## src/rtl/uart_pkg.sv

```systemverilog
// rtl/uart_pkg.sv - shared UART widths, FIFO defaults and command byte codes
package uart_pkg;

  localparam int UART_DW         = 8;
  localparam int UART_FIFO_DEPTH = 16;
  localparam int UART_FIFO_AF    = 12;

  // Command bytes recognised by the ram_rw parser
  typedef enum logic [7:0] {
    CPU_RST = 8'h2a,
    CPU_RUN = 8'h2b,
    ADDR_WR = 8'h2c,
    LEN_WR  = 8'h2d,
    DATA_WR = 8'h2e,
    DATA_RD = 8'h2f
  } uart_cmd_e;

  function automatic int fifo_lvl_w(input int depth);
    return $clog2(depth) + 1;
  endfunction

endpackage

```

## src/rtl/fifo_mem.sv

```systemverilog
// rtl/fifo_mem.sv - DEPTH x DW register array, one write port, async read port
module fifo_mem #(
  parameter int DW    = 8,
  parameter int DEPTH = 16,
  localparam int AW   = $clog2(DEPTH)
) (
  input  logic          clk_i,
  input  logic          we_i,
  input  logic [AW-1:0] waddr_i,
  input  logic [DW-1:0] wdata_i,
  input  logic [AW-1:0] raddr_i,
  output logic [DW-1:0] rdata_o
);

  logic [DW-1:0] r_mem [DEPTH];

  always_ff @(posedge clk_i) begin
    if (we_i) begin
      r_mem[waddr_i] <= wdata_i;
    end
  end

  assign rdata_o = r_mem[raddr_i];

endmodule

```

## src/rtl/uart_rx_fifo.sv

```systemverilog
// rtl/uart_rx_fifo.sv - FWFT byte buffer between uart_rx and the ram_rw parser
module uart_rx_fifo
  import uart_pkg::*;
#(
  parameter int DW       = UART_DW,
  parameter int DEPTH    = UART_FIFO_DEPTH,
  parameter int AF_LEVEL = UART_FIFO_AF,
  localparam int AW      = $clog2(DEPTH),
  localparam int LW      = fifo_lvl_w(DEPTH)
) (
  input  logic          clk_i,
  input  logic          rst_i,
  input  logic          flush_i,
  input  logic [DW-1:0] in_data_i,
  input  logic          in_vld_i,
  output logic          in_rdy_o,
  output logic [DW-1:0] out_data_o,
  output logic          out_vld_o,
  input  logic          out_rdy_i,
  output logic [LW-1:0] level_o,
  output logic          empty_o,
  output logic          full_o,
  output logic          almost_full_o,
  output logic          overflow_o,
  input  logic          ovf_clr_i
);

  localparam logic [LW-1:0] FULL_LVL = LW'(DEPTH);
  localparam logic [LW-1:0] AF_LVL   = LW'(AF_LEVEL);
  localparam logic [LW-1:0] ONE_LVL  = LW'(1);

  logic [AW-1:0] r_wr_ptr;
  logic [AW-1:0] r_rd_ptr;
  logic [LW-1:0] r_level;
  logic          r_empty;
  logic          r_full;
  logic          r_af;
  logic          r_ovf;

  logic          w_push;
  logic          w_pop;
  logic          w_drop;
  logic [LW-1:0] w_level_nxt;
  logic [DW-1:0] w_rdata;

  // Flush wins over both sides; a byte seen on a flush cycle vanishes silently
  always_comb begin
    w_pop  = !r_empty && out_rdy_i && !flush_i;
    w_push = in_vld_i && !flush_i && (!r_full || w_pop);
    w_drop = in_vld_i && !flush_i && r_full && !w_pop;
  end

  always_comb begin
    w_level_nxt = r_level;
    if (flush_i) begin
      w_level_nxt = '0;
    end else if (w_push && !w_pop) begin
      w_level_nxt = r_level + ONE_LVL;
    end else if (w_pop && !w_push) begin
      w_level_nxt = r_level - ONE_LVL;
    end
  end

  always_ff @(posedge clk_i) begin
    if (rst_i || flush_i) begin
      r_wr_ptr <= '0;
      r_rd_ptr <= '0;
    end else begin
      if (w_push) begin
        r_wr_ptr <= r_wr_ptr + AW'(1);
      end
      if (w_pop) begin
        r_rd_ptr <= r_rd_ptr + AW'(1);
      end
    end
  end

  // Flags are registered from the next level so they track r_level exactly
  always_ff @(posedge clk_i) begin
    if (rst_i) begin
      r_level <= '0;
      r_empty <= 1'b1;
      r_full  <= 1'b0;
      r_af    <= 1'b0;
    end else begin
      r_level <= w_level_nxt;
      r_empty <= (w_level_nxt == '0);
      r_full  <= (w_level_nxt == FULL_LVL);
      r_af    <= (w_level_nxt >= AF_LVL);
    end
  end

  always_ff @(posedge clk_i) begin
    if (rst_i) begin
      r_ovf <= 1'b0;
    end else if (w_drop) begin
      r_ovf <= 1'b1;
    end else if (ovf_clr_i) begin
      r_ovf <= 1'b0;
    end
  end

  fifo_mem #(
    .DW    (DW),
    .DEPTH (DEPTH)
  ) u_mem (
    .clk_i   (clk_i),
    .we_i    (w_push),
    .waddr_i (r_wr_ptr),
    .wdata_i (in_data_i),
    .raddr_i (r_rd_ptr),
    .rdata_o (w_rdata)
  );

  // Memory is not reset, so the head is masked to zero while nothing is valid
  assign out_data_o    = r_empty ? '0 : w_rdata;
  assign out_vld_o     = !r_empty;
  assign in_rdy_o      = 1'b1;
  assign level_o       = r_level;
  assign empty_o       = r_empty;
  assign full_o        = r_full;
  assign almost_full_o = r_af;
  assign overflow_o    = r_ovf;

endmodule

```

## config.mk

```make
export PLATFORM = sky130hd
export DESIGN_NAME = uart_rx_fifo
export DESIGN_NICKNAME = d
export VERILOG_FILES = /design/src/rtl/uart_pkg.sv /design/src/rtl/fifo_mem.sv /design/src/rtl/uart_rx_fifo.sv
export SDC_FILE = /design/constraint.sdc
export NUM_CORES = 1
export LEC_CHECK = 0
export ABC_AREA = 1
export CAP_MARGIN = 30
export CORE_ASPECT_RATIO = 0.7
export CORE_UTILIZATION = 35
export DETAILED_ROUTE_END_ITERATION = 12
export PLACE_DENSITY_LB_ADDON = 0.08
export SYNTH_ARGS = -nofsm -noshare
export SYNTH_HDL_FRONTEND = slang
export SYNTH_SLANG_ARGS = --single-unit
```

## constraint.sdc

```tcl
create_clock -name clk_i -period 3.68 [get_ports clk_i]
set_input_delay 1.104 -clock clk_i [delete_from_list [all_inputs] [get_ports clk_i]]
set_output_delay 1.104 -clock clk_i [all_outputs]
set_load 0.005 [all_outputs]
```

==> impl_metrics.ini, run 1 <==
[clock_tree]
cts.clk_slew.worst_paths_ns = 0.07
cts_buffers = 17
cts_tree = yes
cts_resized = 0
cts.path.max_buffers = 2
htree_levels = 4
postCtsSetupBuffers = 0
cts_root_buf = clkbuf_16
cts_sinks = 149
clk_latency_ns = 0.43
cts_hold_buf = 0

[global_route]
grt_pass1_vias = 3993
overflow = 0
antenna_found_initial = 0
grt_pass1_wl_um = 23900
grt_max_degree = 65
gr-usage-all-layers_pct = 18.1

[power]
powerDensity_nw_per_um2 = 505
pwr-share-clk_pct = 45.8
switching_power_mw = 0.879
switching_share_pct = 23.4
combPwrFrac_pct = 4.7
power.leakage_nw = 2.55
pwr-share-seq_pct = 49.5
ir_drop_v = 0.000279
p_int_mw = 2.88

[drt]
first_pass_iters = 9
drc = 2
wl_per_cell_um = 18.9
via_count = 4172
postRouteWirelength_um = 15400
ant_nets = 0
viasPerCell = 5.11
drtIter0Drc = 369

[setup_path]
cp_slowest_cell = clkdlybuf4s50_1
cp.required_ns = 2.58
end_kind = primary output
path_class = reg2out
cp_max_fo = 64
worstSetupStartpointType = flip-flop
crit_chain = buf_12 -> o21ai_0 -> o211ai_1 -> nand3_1 -> a21oi_1 -> clkdlybuf4s50_1
critPathMaxStageDelay_ns = 0.53
crit_arrival_ns = 2.42

[timing]
finalHoldViolCount = 0
min_period_ns = 3.53
worst_pin_slew_ns = 0.790
max_freq_mhz = 284
finalMaxSlewViolations = 0
fin_tns_setup_ns = 0
min_period_over_period_pct = 95.8
setup_viol = 0
fin_worst_skew_ns = 0.0114
relSlewSlack_pct = 47.2
rsz0062_at_grt = no

[place]
dp.cells = 784
io_buffer_count = 31
gp_congestion = 0.808
dp_hpwl_um = 9800

[final_layout]
mostFrequentLayoutCell = edfxtp_1
fin_nets = 593
layoutNonFillerInstCount = 817
area_growth_pct = 20.8
drive_gt1_share_pct = 12.6
final_cell_mix = 128 x edfxtp_1, 109 x nor2_1, 68 x o21ai_0

[yosys]
synth_simple_gate_area_share_pct = 13.0
synth_compound_area_share_pct = 12.2
synth_top_cell_area_share_pct = 62.5
ys_warn_count = 0
syn_avg_cell_area_um2 = 11.7
synth_cells = 526
synthArstFlopShare_pct = 0
synth-edff-count = 128
synth.area.mux_share_pct = 0
synthesis.area_um2 = 6150
synthTopCellsByArea = edfxtp_1 62%, dfxtp_1 6.8%, nor2_1 6.6%, o21ai_0 5.5%, o211ai_1 3.1%
synth_top_family_by_area = simple AND/OR/NAND/NOR gates
syn_nets = 547
synth-xor-area-share_pct = 0.569
ys_types = 34
ys_seq_area_share_pct = 69.3
synth_top_flop_cell = edfxtp_1
ys_seq_elements = 149
yosys.area_share.adder_pct = 1.42
synth_top_area_cell = edfxtp_1

[run]
cap_violations = 0

[outcome]
status = complete, but fails checks
failed_checks = DRC

[die]
coreArea_um2 = 17200
start_util_pct = 35.8
rows = 40
dieArea_um2 = 18100
die_y_um = 113
fp.dieW_um = 160
pin_count = 33

[worst_hold_path]
hp-class = reg2reg
==> final cells by class <==
class	instances	area, um^2
fillers	1604	9740
flip-flops and latches	149	4270
multi-input cells	325	1670
repair buffers	53	517
clock buffers	17	425
well taps	231	289
clock inverters	15	160
inverters	26	100
diodes	1	2.50
==> registers in the layout, indices dropped and copies added (netlist names), named ones only <==
name / count
empty_o: 1
u_mem.r_mem: 128
r_rd_ptr: 4
level_o: 5
almost_full_o: 1
r_wr_ptr: 4
full_o: 1
overflow_o: 1
==> path summary, 6_finish.rpt <==
| path | endpoint | depth (start not counted) | startpoint | slack, ns |
|---|---|---|---|---|
| max reg2reg | u_mem.r_mem[11][3] | 6 | empty_o | 1.79 |
| min | r_rd_ptr[3] | 1 | r_rd_ptr[3] | 0.45 |
| max | out_data_o[6] | 6 | flip-flop | 0.15 |
| min reg2reg | r_rd_ptr[3] | 1 | r_rd_ptr[3] | 0.45 |
==> cells in the mapped netlist (2+ instances only) <==
cell type and instances:
o21ai_0 68, o211ai_1 25, nand2_1 40, clkbuf_1 17, o221ai_1 7, nor2_2 4, edfxtp_1 128, nand3_4 2
nand2_2 4, inv_1 20, a21oi_1 16, nor2_1 109, inv_2 4, ha_1 7, nand3_1 22, xor2_1 3
dfxtp_1 21, o22ai_1 8, buf_2 6
==> power by group through the flow <==
stage	combinational, mW	clock, mW	sequential, mW
after global routing	0.194	1.83	1.86
after detailed placement	0.178	0	1.90
after CTS	0.178	1.76	1.86
after global placement	0.177	0	1.90
after floorplan	0.0895	0	1.89
final	0.176	1.72	1.86
==> stage by stage <==
| step | setup slack (ns) | total power, mW | util (%) | instance area (um^2) | hold WS [ns] |
|---|---|---|---|---|---|
| 2_1_floorplan | 1.27 | 1.98 | - | 6150 | 0.412 |
| 5_1_grt | 0.0366 | 3.88 | 43.3 | 7430 | 0.482 |
| 4_1_cts | 0.0944 | 3.79 | 43.3 | 7420 | 0.451 |
| 3_3_place_gp | 0.569 | 2.07 | 39.8 | 6840 | 0.434 |
| 6_report | 0.154 | 3.76 | 43.3 | 7430 | 0.447 |
| 3_5_place_dp | 0.553 | 2.07 | 39.8 | 6840 | 0.442 |
==> cell families after synthesis <==
| group | count (synthesis) |
|---|---|
| buf+inv | 52 |
| fa+ha+maj | 7 |
| simple gates | 186 |
| flops | 149 |
| xor+xnor | 4 |
| other cells | 1 |
| compound gates | 127 |
==> worst max-delay path: cells and delay by family (launching register included) <==
family / cells / cell delay, ns
buffers and inverters: 2 / 0.78
AO/OA/AOI/OAI: 3 / 0.63
flip-flops: 1 / 0.35
AND/OR/NAND/NOR: 1 / 0.18
==> layer usage <==
layer  up-vias  global-route usage, %  wire length (um)  part of all wire, %
met3        16                   4.51               836                  5.4
met5         -                      0                 0                    0
met1      2059                   27.2              7840                   51
li1       1988                      -                 -                    -
met4         0                   6.10               252                  1.6
met2       109                   25.3              6480                   42
(Power assumes the default switching activity.)
==> run 2: changes to the inputs <==
--- a/config.mk
+++ b/config.mk
@@ -8,6 +8,7 @@
 export ABC_AREA = 1
 export CAP_MARGIN = 30
 export CORE_ASPECT_RATIO = 0.7
+export CORE_MARGIN = 2
 export CORE_UTILIZATION = 35
 export DETAILED_ROUTE_END_ITERATION = 12
 export PLACE_DENSITY_LB_ADDON = 0.08
==> run 2 against run 1 <==
Compared with the run above: the flow finishes with violations (setup timing); combinational power grew 3%; non-clock buffer count grew 2; via count decreased by 2.9%; setup slack worse by 0.15 ns; total power increased by 1.8%; worst hold slack got worse by 0.0080 ns; register-to-register slack lost 0.18 ns; clock-buffer cell count up 4; cell area rose by 0.94%; final cell count rose by 0.12%; critical path type unchanged; utilization is 0.41 points higher; highest routed layer unchanged.
==> impl_metrics.ini, run 2 (synthesis gave the netlist of run 1 again) <==
[outcome]
status = complete, but fails checks
failed_checks = setup timing

[final_layout]
regMostFlops = u_mem.r_mem
final_cell_mix = 128 x edfxtp_1, 109 x nor2_1, 68 x o21ai_0
mostFrequentLayoutCell = edfxtp_1
fin_nets = 595
layoutNonFillerInstCount = 818
largest_register_ffs = 128
diodes = 0
drive_gt1_share_pct = 12.4
area_growth_pct = 21.9

[setup_path]
r2r_slack_ns = 1.61
path_class = reg2out
crit_arrival_ns = 2.58
cp.required_ns = 2.58
end_kind = primary output
cp_max_fo = 32
worstSetupStartpointType = flip-flop

[clock_tree]
cts_hold_buf = 0
cts.clk_slew.worst_paths_ns = 0.06
clk_latency_ns = 0.42
cts_tree = yes
cts.path.max_buffers = 2
cts_buffers = 17
cts_resized = 0
cts_sinks = 149
postCtsSetupBuffers = 0
htree_levels = 4
cts_root_buf = clkbuf_16

[worst_hold_path]
hp-class = reg2reg

[global_route]
overflow = 0
antenna_found_initial = 0
grt_max_degree = 65
grt_pass1_wl_um = 22900
grt_pass1_vias = 3811
gr-usage-all-layers_pct = 17.0

[die]
die_y_um = 115
rows = 40
coreArea_um2 = 17200
fp.dieW_um = 162
start_util_pct = 35.8
dieArea_um2 = 18700
pin_count = 33

[power]
powerDensity_nw_per_um2 = 509
power.leakage_nw = 2.57
ir_drop_v = 0.000285

[drt]
wl_per_cell_um = 19.2
drc = 0
first_pass_iters = 5
wl_met2_um = 6630
via_count = 4050
drtIter0Drc = 425
viasPerCell = 4.95
route.top_layer_used = met4
ant_nets = 0
wl_met3_um = 851
drt-met1-wl_um = 8140
postRouteWirelength_um = 15700

[timing]
relSlewSlack_pct = 44.1
min_period_ns = 3.68
rsz0062_at_grt = yes
max_freq_mhz = 272
worst_pin_slew_ns = 0.836
finalHoldViolCount = 0
fin_ws_ns = -0.000118
fin_worst_skew_ns = 0.0107
setup_viol = 1
finalMaxSlewViolations = 0
min_period_over_period_pct = 100

[place]
io_buffer_count = 31
gp_congestion = 0.775
post-place-ws_ns = 0.426
dp.cells = 784
dp_hpwl_um = 9660

[run]
cap_violations = 0
-- run 2: worst max-delay path, cell delays in order (launching register included) --
cell             delay [ns]
dfxtp_2                0.43
clkinv_1               0.25
clkbuf_16              0.29
o21ai_0                0.17
o21ai_0                0.10
o211ai_1               0.27
a21oi_1                0.15
clkdlybuf4s50_1        0.48
-- run 2: per-stage QoR --
stage	utilization (%)	total power, mW	cell area [um^2]	hold slack, ns	TNS, ns
5_1_grt	43.7	3.93	7500	0.488	-0.299
3_5_place_dp	39.8	2.07	6840	0.435	0
6_report	43.7	3.82	7500	0.439	-0.000118
2_1_floorplan	-	1.98	6150	0.412	0
3_3_place_gp	39.8	2.07	6840	0.431	0
4_1_cts	43.4	3.84	7450	0.439	0
-- run 2: cell type report --
class	instances	area, um^2
fillers	1592	9670
flip-flops and latches	149	4270
multi-input cells	325	1670
repair buffers	55	563
clock buffers	21	460
well taps	231	289
clock inverters	11	151
inverters	26	100
-- run 2: worst paths after layout --
kind / start / to / cells past startpoint
worst max-delay path: flip-flop / out_data_o[2] / 7
worst min-delay path: r_rd_ptr[3] / flip-flop / 1
worst max register to register: empty_o / u_mem.r_mem[0][4] / 5
worst min register to register: r_rd_ptr[3] / flip-flop / 1
-- run 2: where the power goes --
group / switching [mW] / internal [mW] / total, mW
combinational: 0.110 / 0.0706 / 0.181
clock: 0.675 / 1.11 / 1.78
sequential: 0.0147 / 1.85 / 1.86
-- run 2: routing by layer --
metal  global-route usage [%]  vias up
met5                        0        -
met4                     4.25        0
met3                     3.93       12
met2                     24.5       98
met1                     25.9     1958
li1                         -     1982
